**src/rtl/spike_count_decoder.sv**
```systemverilog
// rtl/spike_count_decoder.sv - windowed per-neuron spike counter with sequential argmax scan
module spike_count_decoder #(
   parameter int NUM_NEURONS  = 4,
   parameter int COUNT_WIDTH  = 8,
   parameter int WINDOW_WIDTH = 16,
   parameter int INDEX_WIDTH  = 2
) (
   input  logic                               i_clk,
   input  logic                               i_reset,
   input  logic                               i_start,
   input  logic [WINDOW_WIDTH-1:0]            i_window_length,
   input  logic [NUM_NEURONS-1:0]             i_spike_in,
   output logic                               o_busy,
   output logic                               o_out_valid,
   input  logic                               i_out_ready,
   output logic [NUM_NEURONS*COUNT_WIDTH-1:0] o_spike_counts,
   output logic [NUM_NEURONS-1:0]             o_saturated,
   output logic [INDEX_WIDTH-1:0]             o_winner_index,
   output logic                               o_any_spike
);

   typedef enum logic [1:0] {
      ST_IDLE  = 2'd0,
      ST_COUNT = 2'd1,
      ST_SCAN  = 2'd2,
      ST_HOLD  = 2'd3
   } state_t;

   localparam logic [COUNT_WIDTH-1:0] CNT_MAX  = '1;
   localparam logic [COUNT_WIDTH-1:0] CNT_PRE  = CNT_MAX - 1'b1;
   localparam logic [INDEX_WIDTH-1:0] LAST_IDX = INDEX_WIDTH'(NUM_NEURONS - 1);

   state_t                                   r_state;
   state_t                                   w_next_state;
   logic                                     w_accept;
   logic [WINDOW_WIDTH-1:0]                  r_win_cnt;
   logic [NUM_NEURONS-1:0][COUNT_WIDTH-1:0]  r_counts;
   logic [NUM_NEURONS-1:0]                   r_saturated;
   logic [COUNT_WIDTH-1:0]                   r_best;
   logic [INDEX_WIDTH-1:0]                   r_winner_index;
   logic                                     r_any_spike;
   logic [INDEX_WIDTH-1:0]                   r_scan_idx;
   logic [COUNT_WIDTH-1:0]                   w_cur_count;

   assign o_spike_counts = r_counts;
   assign o_saturated    = r_saturated;
   assign o_winner_index = r_winner_index;
   assign o_any_spike    = r_any_spike;
   assign w_cur_count    = r_counts[r_scan_idx];

   // State register; reset aborts any window or scan in progress.
   always_ff @(posedge i_clk or posedge i_reset) begin
      if (i_reset) begin
         r_state <= ST_IDLE;
      end else begin
         r_state <= w_next_state;
      end
   end

   // Next-state decode plus busy/valid outputs.
   always_comb begin
      w_next_state = r_state;
      w_accept     = 1'b0;
      o_busy       = 1'b1;
      o_out_valid  = 1'b0;
      case (r_state)
         ST_IDLE: begin
            o_busy = 1'b0;
            if (i_start && (i_window_length != '0)) begin
               w_accept     = 1'b1;
               w_next_state = ST_COUNT;
            end
         end
         ST_COUNT: begin
            if (r_win_cnt == WINDOW_WIDTH'(1)) begin
               w_next_state = ST_SCAN;
            end
         end
         ST_SCAN: begin
            if (r_scan_idx == LAST_IDX) begin
               w_next_state = ST_HOLD;
            end
         end
         ST_HOLD: begin
            o_out_valid = 1'b1;
            if (i_out_ready) begin
               w_next_state = ST_IDLE;
            end
         end
         default: begin
            w_next_state = ST_IDLE;
         end
      endcase
   end

   // Datapath: window countdown, saturating counters, running-best scan.
   always_ff @(posedge i_clk or posedge i_reset) begin
      if (i_reset) begin
         r_win_cnt      <= '0;
         r_counts       <= '0;
         r_saturated    <= '0;
         r_best         <= '0;
         r_winner_index <= '0;
         r_any_spike    <= 1'b0;
         r_scan_idx     <= '0;
      end else begin
         case (r_state)
            ST_IDLE: begin
               if (w_accept) begin
                  r_win_cnt      <= i_window_length;
                  r_counts       <= '0;
                  r_saturated    <= '0;
                  r_best         <= '0;
                  r_winner_index <= '0;
                  r_any_spike    <= 1'b0;
                  r_scan_idx     <= '0;
               end
            end
            ST_COUNT: begin
               r_win_cnt <= r_win_cnt - 1'b1;
               for (int i = 0; i < NUM_NEURONS; i++) begin
                  if (i_spike_in[i] && (r_counts[i] != CNT_MAX)) begin
                     r_counts[i] <= r_counts[i] + 1'b1;
                     if (r_counts[i] == CNT_PRE) begin
                        r_saturated[i] <= 1'b1;
                     end
                  end
               end
            end
            ST_SCAN: begin
               // Neuron 0 seeds the best; later neurons win only on a strict
               // increase so ties stay with the lowest index.
               if (r_scan_idx == '0) begin
                  r_best         <= w_cur_count;
                  r_winner_index <= '0;
                  r_any_spike    <= (w_cur_count != '0);
               end else begin
                  if (w_cur_count > r_best) begin
                     r_best         <= w_cur_count;
                     r_winner_index <= r_scan_idx;
                  end
                  r_any_spike <= r_any_spike | (w_cur_count != '0);
               end
               if (r_scan_idx == LAST_IDX) begin
                  r_scan_idx <= '0;
               end else begin
                  r_scan_idx <= r_scan_idx + 1'b1;
               end
            end
            default: begin
            end
         endcase
      end
   end

endmodule
```
**config.mk**
```make
export PLATFORM = sky130hd
export DESIGN_NAME = spike_count_decoder
export DESIGN_NICKNAME = d
export VERILOG_FILES = /design/src/rtl/spike_count_decoder.sv
export SDC_FILE = /design/constraint.sdc
export NUM_CORES = 1
export LEC_CHECK = 0
export ABC_AREA = 1
export CAP_MARGIN = 20
export CORE_UTILIZATION = 25
export DETAILED_ROUTE_END_ITERATION = 12
export GPL_ROUTABILITY_DRIVEN = 1
export HOLD_SLACK_MARGIN = 0.05
export SYNTH_ARGS = -nofsm -noshare
export SYNTH_HDL_FRONTEND = slang
export SYNTH_SLANG_ARGS = --single-unit
```
**constraint.sdc**
```tcl
create_clock -name i_clk -period 5.6 [get_ports i_clk]
set_input_delay 0.56 -clock i_clk [delete_from_list [all_inputs] [get_ports i_clk]]
set_output_delay 0.56 -clock i_clk [all_outputs]
set_load 0.05 [all_outputs]
```
==> summary.md, run 1 <==
| Metric | Value |
|---|---|
| TritonCTS buffer count | 9 |
| Fillers | 2036 |
| Nets | between 800 and 900 |
| Largest area contributor in the netlist | dfrtp_1 |
| Mapped Area | 4820 sq um |
| Largest net degree at the start of global routing | 70 |
| Static leakage | 2.88 nW |
| Initial core utilization | between 20% and 30% |
| Post-Place Worst Slack | 2.71 ns |
| Fin area | 5910 sq um |
| Gr ovfl total | 0 |
| Crit start category | register |
| Number of distinct library cells after synthesis | 30 |
| RSZ-0062 raised after global routing | false |
| Synth Register Bits | 67 |
| Max stage delay on crit path | 0.77 ns |
| DP Area | between 5000 and 6000 sq um |
| PD cells | between 400 and 500 nW/um^2 |
| Crit path cell chain | inv_1 > nand2_1 > nand3_1 > nand2_1 > inv_1 > ha_1 > nand2_1 > nor2_1 > nand2_1 > nand2_1 > nand2_1 > nand2_1 > nand2_2 > nand2_1 > nand2_1 |
| Clk_skew | between 0.007 and 0.008 ns |
| Fin crit period | 2.94 ns |
| Hold Worst Slack | around 0.48 ns |
| PortBufs | 64 |
| Maxcap violations | 0 |
| Slew headroom | 40.2% |
| HP Class | register to register |
| Crit Path Max Fanout | 25 |
| Fmax | approximately 0.34 GHz |
| Pre-antenna DRT Iters | 5 |
| Post-Syn Area per Cell | 6.60 sq um |
| Diode count | 0 |
| Fraction of layout cells with a size suffix above 1 | under 10% |
| Die area | roughly 20000 sq um |
| Core Footprint | 18800 sq um |
| Postcts setup bufs | 0 |
| Final Hold Fails | 0 |
| Top cells by area, synth | dfrtp_1 (35%), nand2_1 (20%), nand3_1 (10%) |
| Required @ worst endpoint | between 5 and 6 ns |
| Clock H-tree levels | 3 |
| Initial DRC count | about 300 |
| Crit path max-delay family | simple AND/OR/NAND/NOR gates |
| Mapped Nets | around 800 |
| Clock latency at the later pin of the worst-skew pair | between 0.3 and 0.4 ns |
| First-pass GRT wire length | ~22 mm |
| Initial antenna violation count | 0 |
| DR DRC count | 0 |
| Status | finished clean |
| All-Layer GR Usage | around 14% |
| TritonCTS clock tree | done |
| Area fraction of the dominant cell type after synthesis | around a third |
| Register area share after synthesis | between 30% and 40% |
| GP Congestion | a little over 0.8 |
| Max-slew violations | 0 |
| Clock slew at reported path FFs | roughly 0.06 ns |
| Rows | 50 |
| CP max stage cell | dfrtp_1 |
| Number of global-route vias before repair | ~4200 |
| DR vias/cell | approximately 4.6 |
| Cells after Synth | 730 |
| Final ANT Viol Nets | 0 |
| Drt wl/cell | ~13 um |
| Final setup margin | between 2 and 3 ns |
| Sum Neg Setup Slack | 0 ns |
| Yosys warnings | 0 |
| Layout area overhead | 22.7% |
| Critical Path Most Common Cell | nand2_1 |
| Peak supply drop | between 150 and 200 uV |
| TritonCTS Sinks | 67 |
| PostCTS Resize Cnt | 0 |
| Critical path buffers and inverters | 2 |
| Worst-margin pin slew | about 0.90 ns |
| CTS Root Cell | clkbuf_16 |
| Critical Path End Type | register |
| Final Cycle Share | 52.5% |
| Routed WL | roughly 13 mm |
| CTS Buffer Depth | 2 |
| # hold bufs at CTS | 0 |
| Top-Level Pins | 65 |
| Vias | 4662 |
| Die Ht | about 140 um |
| WP data arrival | about 3.2 ns |
| PnR Total Power | around 2.7 mW |
| Final Setup Violations | 0 |
| Die W | approximately 140 um |
| Crit Path Class | register to register |
| Detailed Place HPWL | between 9 and 10 mm |
## power by group
group | switching [mW] | internal [mW] | leakage (nW)
clock network | 0.204 | 0.323 | 0.137
logic | 0.969 | 0.424 | 1.85
registers | 0.146 | 0.611 | 0.896
total | 1.32 | 1.36 | 2.88
## worst min-delay path, stage by stage (launching register included)
cell     delay, ns
dfrtp_1       0.35
nand2_1       0.05
nand2_1       0.05
## layout by cell type (no fill, tap or decap)
cell type        synthesis  layout
nand2_4                  4       4
nand3_1                100     100
clkinv_2                 0       2
buf_4                    1       3
o22ai_1                  1       1
nand2_1                257     257
xor2_1                  10      10
nor3_1                   4       4
o21bai_1                 1       1
nand2_2                  6       6
inv_1                   74      73
nor2_2                   1       1
nand3_2                  1       1
clkbuf_8                 0       2
a21oi_1                 15      15
o21ai_2                  2       2
a21o_1                   1       1
o211ai_1                 1       1
nor2_1                  79      79
xnor2_1                  6       6
inv_2                    4       5
dfrtp_1                 67      67
nand4_1                  6       6
o21ai_0                 32      32
nand3b_1                 3       3
clkdlybuf4s50_1          0      64
clkbuf_1                 7       3
ha_1                    25      25
nor3b_1                  2       2
clkbuf_16                0       9
or2_2                    3       3
## Yosys cell counts
cell type,instances
nand2_1,257
nand3_1,100
nor2_1,79
inv_1,74
dfrtp_1,67
o21ai_0,32
ha_1,25
a21oi_1,15
buf_2,13
xor2_1,10
clkbuf_1,7
nand2_2,6
nand4_1,6
xnor2_1,6
inv_2,4
nand2_4,4
nor3_1,4
buf_6,3
nand3b_1,3
or2_2,3
nor3b_1,2
o21ai_2,2
a21o_1,1
buf_4,1
clkbuf_2,1
nand3_2,1
nor2_2,1
o211ai_1,1
o21bai_1,1
o22ai_1,1
## flip-flops by register name, summed over array words and instances (netlist names)
register and count:
o_any_spike 1, r_best 8, o_saturated 4, r_scan_idx 2, r_win_cnt 16, r_state 2
o_winner_index 2, o_spike_counts 32
## per-stage QoR
stage,instances,util [%]
after detailed placement,1006,30.0
after global routing,1022,31.5
after floorplan,730,-
after CTS,1022,31.5
final,1022,31.5
after global placement,1006,30.0
## final cells by class
| cell class | instances | area (sq um) | share of cell area, % |
|---|---|---|---|
| Clock buffer | 14 | 264 | 4.47 |
| Clock inverter | 2 | 10.0 | 0.169 |
| Inverter | 78 | 293 | 4.96 |
| Multi-Input combinational cell | 560 | 2710 | 45.8 |
| Sequential cell | 67 | 1680 | 28.4 |
| Tap cell | 234 | 293 | 4.96 |
| Timing Repair Buffer | 67 | 663 | 11.2 |
## final timing paths
| check | cells after the start | from | slack, ns | endpoint |
|---|---|---|---|---|
| max | 15 | r_scan_idx[0] | 2.66 | r_best[3] |
| min | 2 | r_best[4] | 0.48 | r_best[4] |
| max reg2reg | 15 | r_scan_idx[0] | 2.66 | r_best[3] |
| min reg2reg | 2 | r_best[4] | 0.48 | r_best[4] |
| max in group asynchronous | 3 | i_reset | 4.19 | o_spike_counts[27] |
| min in group asynchronous | 3 | i_reset | 0.84 | r_state[0] |
## metal layers
| layer | track usage, % | vias to the layer above | part of all wire (%) |
|---|---|---|---|
| li1 | - | 2417 | - |
| met1 | 20.5 | 2125 | 51 |
| met2 | 21.1 | 106 | 43 |
| met3 | 2.04 | 14 | 3.8 |
| met4 | 5.78 | 0 | 1.6 |
| met5 | 0 | - | 0 |
## kinds of logic after synthesis
kind of cell	after synthesis	share of synthesized area, %
buffers and inverters	103	8.94
adders and majority gates	25	6.50
and+or+nand+nor	466	41.0
xor gates and xnor gates	16	2.91
DFF	67	34.8
AOI/OAI and AO/OA	53	5.85
Note: power is estimated with default switching activity, not from simulation.
==> run 2: changes to the inputs <==
- clock period: 5.6 -> 2.6 ns (I/O delays scaled with it)
==> run 2 against run 1 <==
Flip-flop and latch count unchanged. Sequential share of layout area down 0.57 points. Clock skew down 0.0016 ns. Clock power up 140%. Cell count up 1.1%. Critical path depth down 11. Hold slack worse by 0.16 ns. Register-to-register slack worse by 2.3 ns. Via count down 0.62%. Wire length up 0.72%. Critical path type is now register to output port. Largest power group unchanged.
==> summary.md, run 2 (same netlist as run 1, synthesis figures left out) <==
| Metric | Value |
|---|---|
| Status | finished clean (unchanged) |
| DR vias/cell | 4.48 (was 4.56) |
| Nets | 843 (was 832) |
| PortBufs | 64 (unchanged) |
| DP Area | 5720 sq um (was 5630 sq um) |
| GP Congestion | 0.834 (was 0.816) |
| CP max stage cell | clkdlybuf4s50_1 (was dfrtp_1) |
| Initial antenna violation count | 0 (unchanged) |
| Drt wl/cell | 13.0 um (was 13.1 um) |
| # hold bufs at CTS | 0 (unchanged) |
| Postcts setup bufs | 0 (unchanged) |
| Detailed Place HPWL | 10.1 mm (was 9.78 mm) |
| Vias | 4633 (was 4662) |
| HP Class | input pin to async pin (was register to register) |
| Clock slew at reported path FFs | 0.06 ns (about the same) |
| Clk_skew | 0.00544 ns (was 0.00706 ns) |
| Largest net degree at the start of global routing | 57 (was 70) |
| Diode count | 0 (unchanged) |
| Core Footprint | 18800 sq um (unchanged) |
| Critical Path End Type | output port (was register) |
| Static leakage | 2.94 nW (was 2.88 nW) |
| WP data arrival | 2.06 ns (was 3.16 ns) |
| Sum Neg Setup Slack | 0 ns (unchanged) |
| Fin crit period | between 2 and 2.5 ns |
| Die area | 19800 sq um (unchanged) |
| Reg power frac | 26.5% (was 28.3%) |
| Clock latency at the later pin of the worst-skew pair | 0.34 ns (about the same) |
| Critical path buffers and inverters | 3 (was 2) |
| Max stage delay on crit path | 0.84 ns (was 0.77 ns) |
| Max-slew violations | 0 (unchanged) |
| TritonCTS clock tree | done (unchanged) |
| Crit path cell chain | inv_1 > ha_1 > inv_1 > clkdlybuf4s50_1 (was inv_1 > nand2_1 > nand3_1 > nand2_1 > inv_1 > ha_1 > nand2_1 > nor2_1 > nand2_1 > nand2_1 > nand2_1 > nand2_1 > nand2_2 > nand2_1 > nand2_1) |
| Fraction of layout cells with a size suffix above 1 | 6.76% (was 4.82%) |
| Initial DRC count | 368 (was 293) |
| CTS Root Cell | clkbuf_16 (unchanged) |
| PD cells | 997 nW/um^2 (was 453 nW/um^2) |
| Required @ worst endpoint | 2.34 ns (was 5.82 ns) |
| Top-Level Pins | 65 (unchanged) |
| Clock share of power | 21.2% (was 19.7%) |
| Crit path max-delay family | buffers and inverters (was simple AND/OR/NAND/NOR gates) |
| Die W | 141 um (unchanged) |
| Fin area | 6030 sq um (was 5910 sq um) |
| Fmax | between 0.4 and 0.5 GHz |
| Most frequent cells in the layout | nand2_1 (256), nand3_1 (100), nor2_1 (79) (was nand2_1 (257), nand3_1 (100), nor2_1 (79)) |
| Worst-margin pin slew | 0.619 ns (was 0.897 ns) |
| Maxcap violations | 0 (unchanged) |
| DR DRC count | 0 (unchanged) |
| Crit start category | register (unchanged) |
| Critical Path Most Common Cell | inv_1 (was nand2_1) |
| Gate power share | 52.3% (was 52.1%) |
| Pre-antenna DRT Iters | 5 (unchanged) |
| PostCTS Resize Cnt | 0 (unchanged) |
| First-pass GRT wire length | 22.4 mm (was 22.1 mm) |
| Psw | 2.93 mW (was 1.32 mW) |
| Int Pwr | 3.09 mW (was 1.36 mW) |
| Rows | 50 (unchanged) |
| Peak supply drop | 438 uV (was 183 uV) |
| Most common cell after layout, fill and taps aside | nand2_1 (unchanged) |
| Final Setup Violations | 0 (unchanged) |
| Multi-input gate area | 2710 sq um (about the same) |
| Die Ht | 141 um (unchanged) |
| All-Layer GR Usage | 14.4% (was 14.2%) |
| Crit Path Class | register to output port (was register to register) |
| TritonCTS buffer count | 9 (unchanged) |
| Final Hold Fails | 0 (unchanged) |
| FF/Latch Area | 1680 sq um (about the same) |
| Gr ovfl total | 0 (unchanged) |
| Fillers | 2039 (was 2036) |
| Initial core utilization | 25.7% (unchanged) |
| TritonCTS Sinks | 67 (unchanged) |
| Layout area overhead | 25.3% (was 22.7%) |
| Routed WL | 13.5 mm (was 13.4 mm) |
| Crit Path Max Fanout | 4 (was 25) |
| Final ANT Viol Nets | 0 (unchanged) |
| Sw Share | 48.7% (was 49.3%) |
| Slew headroom | 58.8% (was 40.2%) |
| RSZ-0062 raised after global routing | false (unchanged) |
| Clock H-tree levels | 3 (unchanged) |
| CTS Buffer Depth | 2 (unchanged) |
| Number of global-route vias before repair | 4339 (was 4240) |
| Final Cycle Share | between 80% and 90% |
| Largest register FFs | 32 (unchanged) |
==> run 2: cell types whose count changed in the layout (fill, tap and decap cells not counted), moves of 2 or more <==
cell	change
buf_4	+11
clkinvlp_4	+3
clkinv_2	-2
clkbuf_1	-3
==> run 2: path summary, 6_finish.rpt <==
path                            slack (ns)              to            from  cells after the start
worst max register to register        0.38       r_best[5]   r_scan_idx[1]                     17
worst min register to register        0.48  o_saturated[2]  o_saturated[2]                      2
worst max-delay path                  0.28          o_busy      r_state[0]                      4
worst min-delay path                  0.31      r_state[1]         i_reset                      3
max in group asynchronous             1.76   r_scan_idx[1]         i_reset                      3
min in group i_clk                    0.48  o_saturated[2]  o_saturated[2]                      2
==> run 2: area by class of cell <==
cell class                      count  share of cell area, %
Timing Repair Buffer               78                   12.4
Clock buffer                       11                   4.19
Inverter                           78                   4.85
Sequential cell                    67                   27.8
Clock inverter                      5                   1.02
Tap cell                          234                   4.85
Multi-Input combinational cell    560                   44.9
==> run 2: power groups by stage <==
stage / Sequential [mW] / Clock [mW] / Combinational, mW
3_5_place_dp: 1.60 / 0 / 3.15
3_3_place_gp: 1.61 / 0 / 3.10
4_1_cts: 1.59 / 1.31 / 3.17
6_report: 1.59 / 1.27 / 3.15
5_1_grt: 1.63 / 1.36 / 3.57
2_1_floorplan: 1.80 / 0 / 2.10
==> run 2: layer usage <==
metal  track usage [%]  vias up  wire [um]
met2              22.4       92       5910
met1              20.0     2086       6850
met5                 0        -          0
met3              2.34       18        436
li1                  -     2437          -
met4              5.09        0        259
==> run 2: through the flow <==
| stage | hold WS, ns | util, % | power [mW] | std cells | setup slack (ns) |
|---|---|---|---|---|---|
| after floorplan | 0.442 | - | 3.90 | 730 | 0.456 |
| after global placement | 0.459 | 30.5 | 4.71 | 1017 | 0.296 |
| after detailed placement | 0.462 | 30.5 | 4.75 | 1017 | 0.254 |
| after CTS | 0.332 | 32.1 | 6.07 | 1033 | 0.240 |
| after global routing | 0.362 | 32.2 | 6.56 | 1033 | 0.0330 |
| final | 0.315 | 32.2 | 6.02 | 1033 | 0.280 |
==> run 2: worst register-to-register path: cells and delay by family (launching register included) <==
family,cells,cell delay (ns)
AO/OA/AOI/OAI,2,0.20
adder cells (fa/ha/maj),1,0.29
buffers and inverters,3,0.28
flip-flops,1,0.45
AND/OR/NAND/NOR,11,0.90
==> run 3: changes to the inputs <==
- REMOVE_ABC_BUFFERS: default -> 1
==> run 3 against run 2 <==
Register-to-register slack lost 0.04 ns. Global-route usage shrank 0.84 points. Cell count shrank 0.29%. Count of clock-buffer cells in the layout grew 4. Sequential power is essentially flat.
==> summary.md, run 3 (same netlist as run 1, synthesis figures left out) <==
| Metric | Value |
|---|---|
| Final Hold Fails | 0 (unchanged) |
| CTS Buffer Depth | 2 (unchanged) |
| Final ANT Viol Nets | 0 (unchanged) |
| Number of global-route vias before repair | 4289 (was 4339) |
| Slew headroom | 62.6% (was 58.8%) |
| Core Footprint | 18800 sq um (unchanged) |
| Gate power share | 52.4% (was 52.3%) |
| Gr ovfl total | 0 (unchanged) |
| TritonCTS Sinks | 67 (unchanged) |
| TritonCTS buffer count | 9 (unchanged) |
| First-pass GRT wire length | 21.5 mm (was 22.4 mm) |
| DP Area | 5730 sq um (was 5720 sq um) |
| Reg power frac | 26.5% (about the same) |
| PortBufs | 64 (unchanged) |
| Drt wl/cell | 12.6 um (was 13.0 um) |
| Int Pwr | 3.15 mW (was 3.09 mW) |
| HP Class | input pin to async pin (unchanged) |
| Psw | 2.90 mW (was 2.93 mW) |
| Status | finished clean (unchanged) |
| Vias | 4681 (was 4633) |
| Die area | 19800 sq um (unchanged) |
| Largest net degree at the start of global routing | 68 (was 57) |
| # hold bufs at CTS | 0 (unchanged) |
| Clock H-tree levels | 3 (unchanged) |
| Nets | 840 (was 843) |
| Fraction of layout cells with a size suffix above 1 | 6.03% (was 6.76%) |
| Most frequent cells in the layout | nand2_1 (256), nand3_1 (100), nor2_1 (79) (unchanged) |
| All-Layer GR Usage | 13.5% (was 14.4%) |
| RSZ-0062 raised after global routing | false (unchanged) |
| GP Congestion | 0.846 (was 0.834) |
| Max stage delay on crit path | 0.85 ns (was 0.84 ns) |
| DR DRC count | 0 (unchanged) |
| Sum Neg Setup Slack | 0 ns (unchanged) |
| WP data arrival | 2.10 ns (was 2.06 ns) |
| Most common cell after layout, fill and taps aside | nand2_1 (unchanged) |
| Maxcap violations | 0 (unchanged) |
| Final Setup Violations | 0 (unchanged) |
| Required @ worst endpoint | 2.34 ns (about the same) |
| Crit Path Class | register to output port (unchanged) |
| Max-slew violations | 0 (unchanged) |
| Fmax | 0.424 GHz (was 0.431 GHz) |
| Top-Level Pins | 65 (unchanged) |
| Clock slew at reported path FFs | 0.06 ns (about the same) |
| Fin crit period | 2.36 ns (was 2.32 ns) |
| DR vias/cell | 4.54 (was 4.48) |
| Crit path cell chain | inv_1 > ha_1 > inv_1 > clkdlybuf4s50_1 (unchanged) |
| CTS Root Cell | clkbuf_16 (unchanged) |
| PnR Total Power | 6.04 mW (was 6.02 mW) |
| Sw Share | 48.0% (was 48.7%) |
| Crit Path Max Fanout | 4 (unchanged) |
| Diode count | 0 (unchanged) |
| Final Cycle Share | 90.7% (was 89.2%) |
| Die Ht | 141 um (unchanged) |
| Worst-margin pin slew | 0.560 ns (was 0.619 ns) |
| Die W | 141 um (unchanged) |
| Clock share of power | 21.1% (was 21.2%) |
| PD cells | 1000 nW/um^2 (was 997 nW/um^2) |
| Crit start category | register (unchanged) |
| Detailed Place HPWL | 9.57 mm (was 10.1 mm) |
| Largest register FFs | 32 (unchanged) |
| Critical Path End Type | output port (unchanged) |
| Peak supply drop | 456 uV (was 438 uV) |
| Layout area overhead | 25.5% (was 25.3%) |
| Hold Worst Slack | 0.294 ns (was 0.315 ns) |
| Pre-antenna DRT Iters | 6 (was 5) |
| Initial antenna violation count | 0 (unchanged) |
| Initial core utilization | 25.7% (unchanged) |
| Routed WL | 13.0 mm (was 13.5 mm) |
| Clock latency at the later pin of the worst-skew pair | 0.34 ns (about the same) |
| Initial DRC count | 326 (was 368) |
| Worst R2R Setup Slack | 0.34 ns (was 0.38 ns) |
| Critical Path Most Common Cell | inv_1 (unchanged) |
| Static leakage | 2.95 nW (was 2.94 nW) |
| Clk_skew | 0.00402 ns (was 0.00544 ns) |
| TritonCTS clock tree | done (unchanged) |
| Fin area | 6040 sq um (was 6030 sq um) |
| CP max stage cell | clkdlybuf4s50_1 (unchanged) |
| Rows | 50 (unchanged) |
run 3: final timing paths:
check                                 to  depth (start not counted)     startpoint
setup / recovery                  o_busy                          4     r_state[0]
max in group asynchronous  r_scan_idx[1]                          3        i_reset
hold reg to reg                r_best[5]                          2      r_best[5]
min in group i_clk             r_best[5]                          2      r_best[5]
hold / removal              r_win_cnt[9]                          3        i_reset
setup reg to reg               r_best[7]                         15  r_scan_idx[1]
run 3: worst max-delay path, delay by kind of cell (launching register included):
kind,cells,cell delay [ns]
fa+ha+maj,1,0.26
buf+inv,3,1.09
flops,1,0.41
run 3: layout make-up:
cell class / count / area [sq um]
inverter: 78 / 293
fill: 2022 / 12700
sequential: 67 / 1680
tap: 234 / 293
clock buffer: 15 / 278
multi-input combinational: 560 / 2710
clock inverter: 1 / 30.0
timing repair buffer: 75 / 761
run 3: metal layers:
metal  routed length, um  up-vias  track usage [%]
li1                    -     2429                -
met1                6280     2167             18.0
met2                6190       73             22.7
met3                 361       12             1.66
met4                 179        0             4.46
met5                   0        -                0
run 3: power by group through the flow:
stage / clock network, mW / logic, mW / registers, mW
after floorplan: 0 / 1.93 / 1.82
final: 1.27 / 3.17 / 1.60
after global routing: 1.34 / 3.57 / 1.64
after detailed placement: 0 / 3.15 / 1.61
after CTS: 1.30 / 3.17 / 1.60
after global placement: 0 / 3.12 / 1.61
run 3: stage by stage:
step | instances | utilization (%) | setup slack [ns]
global placement | 1014 | 30.5 | 0.220
finish | 1030 | 32.2 | 0.242
detailed placement | 1014 | 30.5 | 0.148
CTS | 1030 | 32.2 | 0.137
global route | 1030 | 32.2 | 0.0897
floorplan | 705 | - | 0.147
run 3: what timing repair did:
action                                 in CTS  in global routing
setup endpoints to repair                   0                 10
endpoints found under the hold margin       0                  0
setup buffers                               0                  0
resized for setup                           0                  2
